### config.mk
export PLATFORM = sky130hd
export DESIGN_NAME = ex_mem_pipe_stage
export DESIGN_NICKNAME = d
export VERILOG_FILES = /design/src/rtl/mips_pipe_pkg.sv /design/src/rtl/pipe_sat_counter.sv /design/src/rtl/ex_mem_pipe_stage.sv
export SDC_FILE = /design/constraint.sdc
export NUM_CORES = 1
export LEC_CHECK = 0
export CAP_MARGIN = 30
export CELL_PAD_IN_SITES_DETAIL_PLACEMENT = 2
export CELL_PAD_IN_SITES_GLOBAL_PLACEMENT = 2
export CORE_UTILIZATION = 26
export CTS_CLUSTER_SIZE = 25
export DETAILED_ROUTE_END_ITERATION = 10
export PLACE_DENSITY_LB_ADDON = 0.2
export SLEW_MARGIN = 20
export SYNTH_ARGS = -nofsm -noshare
export SYNTH_HDL_FRONTEND = slang
export SYNTH_SLANG_ARGS = --single-unit
### constraint.sdc
create_clock -name clk -period 1.7 [get_ports clk]
set_input_delay 0.17 -clock clk [delete_from_list [all_inputs] [get_ports clk]]
set_output_delay 0.17 -clock clk [all_outputs]
set_load 0.005 [all_outputs]
### src/rtl/mips_pipe_pkg.sv
// Shared pipeline types: occupancy encoding for the skid-buffered stage and
// the EX/MEM control and data bundles whose widths size the stage payload.
package mips_pipe_pkg;

  typedef enum logic [1:0] {
    PIPE_EMPTY = 2'd0,
    PIPE_ONE   = 2'd1,
    PIPE_FULL  = 2'd2
  } pipe_state_e;

  // Control bundle: every bit here must read as zero on a bubble.
  typedef struct packed {
    logic       memRead;
    logic       memWrite;
    logic [1:0] bhw;
    logic       regWrite;
    logic [1:0] memToReg;
    logic [4:0] writeReg;
  } ex_mem_ctrl_t;

  typedef struct packed {
    logic [31:0] readData1;
    logic [31:0] readData2;
    logic [31:0] aluResult;
    logic        zero;
    logic        overflow;
  } ex_mem_data_t;

endpackage

### src/rtl/pipe_sat_counter.sv
// Saturating up-counter; holds at all-ones instead of wrapping.
module pipe_sat_counter #(
  parameter int CNT_W = 16
) (
  input  logic             clk,
  input  logic             rst,
  input  logic             inc,
  output logic [CNT_W-1:0] count
);

  always_ff @(posedge clk) begin
    if (rst) begin
      count <= '0;
    end else if (inc && (count != {CNT_W{1'b1}})) begin
      count <= count + 1'b1;
    end
  end

endmodule

### src/rtl/ex_mem_pipe_stage.sv
// EX/MEM pipeline stage: main register plus one skid entry behind a registered
// in_ready, synchronous flush, and a count of downstream stall cycles.
module ex_mem_pipe_stage
  import mips_pipe_pkg::*;
#(
  parameter int CTRL_W = $bits(ex_mem_ctrl_t),
  parameter int DATA_W = $bits(ex_mem_data_t),
  parameter int CNT_W  = 16
) (
  input  logic              clk,
  input  logic              rst,
  input  logic              flush,
  input  logic              in_valid,
  output logic              in_ready,
  input  logic [CTRL_W-1:0] in_ctrl,
  input  logic [DATA_W-1:0] in_data,
  output logic              out_valid,
  input  logic              out_ready,
  output logic [CTRL_W-1:0] out_ctrl,
  output logic [DATA_W-1:0] out_data,
  output logic [CNT_W-1:0]  stall_cnt
);

  // Handshake: a transfer happens on a rising edge where valid and ready are
  // both high; valid never waits on ready, and in_ready comes only from flops.
  pipe_state_e       pipeState;
  pipe_state_e       nextState;
  logic [CTRL_W-1:0] mainCtrl;
  logic [DATA_W-1:0] mainData;
  logic [CTRL_W-1:0] skidCtrl;
  logic [DATA_W-1:0] skidData;
  logic              inReadyQ;
  logic              accept;
  logic              consume;
  logic              loadMainIn;
  logic              loadMainSkid;
  logic              loadSkid;

  assign in_ready  = inReadyQ;
  assign out_valid = (pipeState != PIPE_EMPTY);
  assign out_ctrl  = out_valid ? mainCtrl : '0;
  assign out_data  = mainData;
  assign accept    = in_valid & inReadyQ;
  assign consume   = out_valid & out_ready;

  always_comb begin
    nextState    = pipeState;
    loadMainIn   = 1'b0;
    loadMainSkid = 1'b0;
    loadSkid     = 1'b0;
    case (pipeState)
      PIPE_EMPTY: begin
        if (accept) begin
          loadMainIn = 1'b1;
          nextState  = PIPE_ONE;
        end
      end
      PIPE_ONE: begin
        if (accept && consume) begin
          loadMainIn = 1'b1;
        end else if (accept) begin
          loadSkid  = 1'b1;
          nextState = PIPE_FULL;
        end else if (consume) begin
          nextState = PIPE_EMPTY;
        end
      end
      PIPE_FULL: begin
        if (consume) begin
          loadMainSkid = 1'b1;
          nextState    = PIPE_ONE;
        end
      end
      default: nextState = PIPE_EMPTY;
    endcase
    // Flush drops anything accepted this cycle and leaves data untouched.
    if (flush) begin
      nextState    = PIPE_EMPTY;
      loadMainIn   = 1'b0;
      loadMainSkid = 1'b0;
      loadSkid     = 1'b0;
    end
  end

  always_ff @(posedge clk) begin
    if (rst) begin
      pipeState <= PIPE_EMPTY;
      inReadyQ  <= 1'b0;
      mainCtrl  <= '0;
      mainData  <= '0;
      skidCtrl  <= '0;
      skidData  <= '0;
    end else begin
      pipeState <= nextState;
      inReadyQ  <= (nextState != PIPE_FULL);
      if (flush) begin
        mainCtrl <= '0;
        skidCtrl <= '0;
      end else begin
        if (loadMainIn) begin
          mainCtrl <= in_ctrl;
          mainData <= in_data;
        end else if (loadMainSkid) begin
          mainCtrl <= skidCtrl;
          mainData <= skidData;
        end
        if (loadSkid) begin
          skidCtrl <= in_ctrl;
          skidData <= in_data;
        end
      end
    end
  end

  pipe_sat_counter #(
    .CNT_W(CNT_W)
  ) u_stall_counter (
    .clk  (clk),
    .rst  (rst),
    .inc  (out_valid & ~out_ready),
    .count(stall_cnt)
  );

endmodule

# Word level (Yosys, flattened, before mapping)
# Index checks and enable logic that the tools add are counted.
# totals
register_bits	239
inputBits	115
elab_cells	47
# op_classes
n_addsub	1
n_eq_ne	4
muxes	22
bitwise	5
n_reduce_logical	8
# op_table
op	count
two-way mux 98 bit	2
two-way mux 12 bit	3
adder 16 x 1 -> 16 bit (second input constant)	1
!= test 16 bit (second input constant)	1
two-way mux 2 bit	6
two-way mux 1 bit	9
one-hot mux 2 bit (3 select lines)	1
AND reduction 2 bit	2
nonzero test 2 bit	2
bitwise AND 1 bit	3
== test 2 x 1 -> 1 bit (second input constant)	1
== test 2 bit (second input constant)	1
logical AND 1 bit	2
zero test 2 bit	1
!= test 2 bit (second input constant)	1
inverter 1 bit	2
one-hot mux 1 bit (2 select lines)	1
OR reduction 2 bit	1

# Depth between registers and ports, before layout
# logic_depth
depth_word	8
depth_mapped	7
depth_no_buf	5

# Hierarchy
# From an unflattened synthesis, not the netlist that was laid out.
# unflattened
hier_cells	1225
hier_area_um2	10202.3
# by_module_without_submodules
mod	n_inst	cells_per_inst	area_per_inst_um2	seq_area_each_um2
ex_mem_pipe_stage	1	1126	9354.0	4464.3
pipe_sat_counter	1	99	848.3	320.3

# Worst setup path before layout
# OpenSTA, ideal clock, no wires.
# synth_timing
path_kind	register to register
start	register u_stall_counter.count[5]
end	register u_stall_counter.count[15]
arrival_time_ns	1.741
t_required_ns	1.630
path_slack_ns	-0.111
stages_incl_launch_ff	5
period_less_slack_ns	1.811
cell_sequence	dfxtp_1 nand4_4 or4_4 or4_1 a21oi_1
# synth_via
elab_chain_cells	2
word_cells_on_any_way	3
# synth_rtl
item	line	text
start: declaration	pipe_sat_counter.sv:8	output logic [CNT_W-1:0] count
start signal: assignment	pipe_sat_counter.sv:15	count <= count + 1'b1;
branches (longest 2 deep; another with adder 16 x 1 -> 16 bit)	-	
# Several ways; the timed one is not identified.
# A chain may end at the register's enable or synchronous reset.

# Worst setup path in the final report
# layout_timing
start	register pipeState[1]
end	register mainData[72], in the netlist out_data[72]
# layout_via
elab_chain_cells	8
word_cells_on_any_way	15
# layout_rtl
item	line	text
start: declaration	ex_mem_pipe_stage.sv:26	pipe_state_e pipeState;
start signal: assignment	ex_mem_pipe_stage.sv:94	pipeState <= nextState;
nonzero test 2 bit	ex_mem_pipe_stage.sv:40	assign out_valid = (pipeState != PIPE_EMPTY);
bitwise AND 1 bit	ex_mem_pipe_stage.sv:44	assign consume = out_valid & out_ready;
logical AND 1 bit	ex_mem_pipe_stage.sv:59	if (accept && consume) begin
two-way mux 1 bit	ex_mem_pipe_stage.sv:59	
one-hot mux 1 bit (2 select lines)	ex_mem_pipe_stage.sv:51	case (pipeState)
two-way mux 1 bit	ex_mem_pipe_stage.sv:77	if (flush) begin
nonzero test 2 bit (no line)	-	
AND reduction 2 bit (no line)	-	
end signal: assignment	ex_mem_pipe_stage.sv:102	mainData <= in_data;
end signal: assignment	ex_mem_pipe_stage.sv:105	mainData <= skidData;
end: declaration	ex_mem_pipe_stage.sv:29	logic [DATA_W-1:0] mainData;
# Several ways; a longest one is shown, not always the timed one.

==> flow_summary.toml <==
[clock_network]
clk_pin_slew_ns = 0.06
cts-root-buf = "clkbuf_16"
cts_tree = "yes"
htree_num_levels = 1
clk-insertion-delay-late_ns = 0.55
clockBufferDepth = 3
cts_sinks = 239
cts_inserted_buffers = 29

[setup_path]
critPathKind = "reg2reg"
regToRegSetupSlack_ns = -0.15
rr_startpoint = "pipeState[1]"
start_kind = "register"
r2r_end = "out_data[72]"
r2r_cells = 8
worst-path-max-fanout = 6
arrival_ns = 2.27
crit_path_end_kind = "register"
required_ns = 2.12

[die]
die_h_um = 194
start_util_pct = 26.7
design.die.area_um2 = 37700
rows = 69
io-pin-count = 243
core-area_um2 = 35900
dieWidth_um = 194

[synth]
synth_commonest_cells = "dfxtp_1 (239), nand2_1 (228), a21oi_1 (124)"
ys_top_cells_by_area = "dfxtp_1 (50%), mux2i_1 (12%), nand2_1 (8.9%), a211oi_1 (8.6%), a21oi_1 (6.5%)"
yosys.area.top_type = "dfxtp_1"
synth-edff-count = 0
synthSimpleGateAreaFrac_pct = 17.7
ys_seq_area_share_pct = 49.9
netlist_area_um2 = 9590
synth_top_family_by_area = "simple AND/OR/NAND/NOR gates"
synth-compound-area-share_pct = 16.4
yosysWarnings = 0
syn_area_per_cell_um2 = 8.71
synthesis.instances = 1101
synth_mux_area_share_pct = 11.9
synthXorXnorAreaFrac_pct = 0
syn-num-nets = 1217
ys_ff_latch = 239
synth_top_area_share_pct = 49.9
ys.flop_type = "dfxtp_1"
synth.most_common_cell = "dfxtp_1"
async_flop_share_pct = 0
synth_fa_ha_area_share_pct = 0.130
synth_cell_types = 37

[power]
power.internal_mw = 10.4
ir_drop_v = 0.000720
p_clk_share_pct = 46.6
powerDensity_nw_per_um2 = 780
p_seq_share_pct = 42.3
p_leak_nw = 6.27
pwr-share-comb_pct = 11.1
p_switching_mw = 3.39
p_sw_share_pct = 24.6

[detailed_routing]
dr.pass1.iters = 4
dr.first_iter.drc_count = 268
wl_per_cell_um = 22.9
vias = 9681
totalWireLength_mm = 44.1
via_per_inst = 5.03
drc = 0
ant_nets = 0

[run_status]
violations = "setup timing"
status = "finished, violations left"

[sta]
hold_viol = 0
min_period_over_period_pct = 109
final.setup.worst_slack_ns = -0.152
maxSlewHeadroom_pct = 68.5
worst-slew-pin-transition_ns = 0.473
period_minus_slack_ns = 1.85
slew_violations = 0
fmaxAchievable_ghz = 0.540
fin_tns_setup_ns = -10.93
clock_skew_ns = 0.00957
setup_viol = 183
rsz0062_at_grt = "yes"

[layout]
diodes = 0
final_cell_area_um2 = 17700
syn2layout_area_growth_pct = 84.2
layout.nets = 1557
regArea_um2 = 4820
drive_above_1_share_pct = 42.4
multi_input_area_um2 = 6340
fillCellCount = 3634

[place]
gp_congestion = 0.731
dp.final_hpwl_mm = 22.9
port_buffers = 242
place_area_um2 = 13400

[grt]
grt_pass1_vias = 10300
grt_max_degree = 73
antenna_found_initial = 4
grt_use_total_pct = 19.6
grt_pass1_wl_mm = 59.4
globalRouteOverflowTotal = 0

[run]
maxCapViolCount = 0

[min_path]
hold_path_end = "skidData[60]"
hold_class = "in2reg"
whs_path_depth = 3
min_from = "in_data[60]"
[logic make-up after synthesis]
| group | count (synthesis) |
|---|---|
| mux | 114 |
| buf+inv | 96 |
| flops | 239 |
| compound gates | 251 |
| fa+ha+maj | 1 |
| simple gates | 400 |
[stage by stage]
step / hold WS (ns) / worst slack [ns] / util [%] / power, mW / std cells
floorplan: 0.248 / -0.0154 / - / 6.28 / 1101
global placement: 0.444 / -0.335 / 37.3 / 7.04 / 1800
detailed placement: 0.450 / -0.357 / 37.3 / 7.07 / 1800
CTS: 0.178 / -0.103 / 43.2 / 13.7 / 1888
global route: 0.185 / -0.239 / 49.2 / 14.3 / 1925
finish: 0.208 / -0.152 / 49.2 / 13.8 / 1925
[routing by layer]
| layer | GRT usage [%] | up-vias | share of wire (%) | wire [µm] |
|---|---|---|---|---|
| li1 | - | 4531 | - | - |
| met3 | 5.03 | 72 | 4.9 | 2170 |
| met4 | 4.03 | 8 | 2.1 | 933 |
| met2 | 35.5 | 205 | 52 | 23000 |
| met5 | 0 | - | 0.12 | 51 |
| met1 | 23.3 | 4865 | 41 | 17900 |
[registers in the layout, indices dropped and copies added, names as in the netlist]
name,cells
in_ready,1
mainCtrl,12
out_data,98
pipeState,2
skidCtrl,12
skidData,98
u_stall_counter.count,16
[worst max path at each step]
| stage | start | end | slack (ns) | cells past startpoint |
|---|---|---|---|---|
| after floorplan | u_stall_counter.count[12] | u_stall_counter.count[1] | -0.02 | 5 |
| after global placement | out_ready | u_stall_counter.count[15] | -0.34 | 5 |
| after detailed placement | out_ready | u_stall_counter.count[15] | -0.36 | 5 |
| after CTS | pipeState[1] | out_data[2] | -0.10 | 9 |
| after global routing | pipeState[1] | out_data[6] | -0.24 | 8 |
| final | pipeState[1] | out_data[72] | -0.15 | 8 |
[critical path: stages (launching register included)]
cell and delay, ns:
dfxtp_4 0.38, buf_6 0.12, buf_4 0.11, and4bb_4 0.29, buf_12 0.15, buf_12 0.13
clkbuf_16 0.17, mux2i_1 0.27, a211oi_2 0.10
[power groups by stage]
stage,clock [mW],sequential [mW],combinational (mW)
6_report,6.42,5.83,1.53
5_1_grt,6.80,5.84,1.62
4_1_cts,6.53,5.82,1.33
3_5_place_dp,0,5.95,1.12
3_3_place_gp,0,5.94,1.10
2_1_floorplan,0,5.94,0.339
[cell usage in the layout, fill, tap and decap left out, drive strengths merged, types with 2 or more instances in the layout]
cell type,instances
buf,140
nor2b,15
o21ai,4
or2,2
a211oi,110
a21oi,124
nor4,5
dlymetal6s2s,3
mux2,2
nand3,4
dfxtp,239
nand4,6
nor2,116
dlygate4sd2,16
clkinv,6
or3,4
clkbuf,67
nor3,3
o31ai,9
or4,9
bufinv,2
mux2i,112
nand2,230
inv,7
clkdlybuf4s50,212
[repair_timing]
item / 4_1_cts / 5_1_grt
hold endpoints to repair: 21 / 0
pin swaps: 14 / 112
gates resized for setup: 227 / 386
hold buffers: 1 / 0
gates cloned: 16 / 28
setup endpoints to repair: 239 / 234
buffers inserted: 19 / 13
[cell type report]
type	instances	area share [%]
Clock buffer	43	4.92
Clock inverter	11	0.637
Inverter	5	0.106
Multi-Input combinational cell	768	35.9
Sequential cell	239	27.3
Tap cell	461	3.27
Timing Repair Buffer	398	27.9
Power figures use the tool's default switching activity.
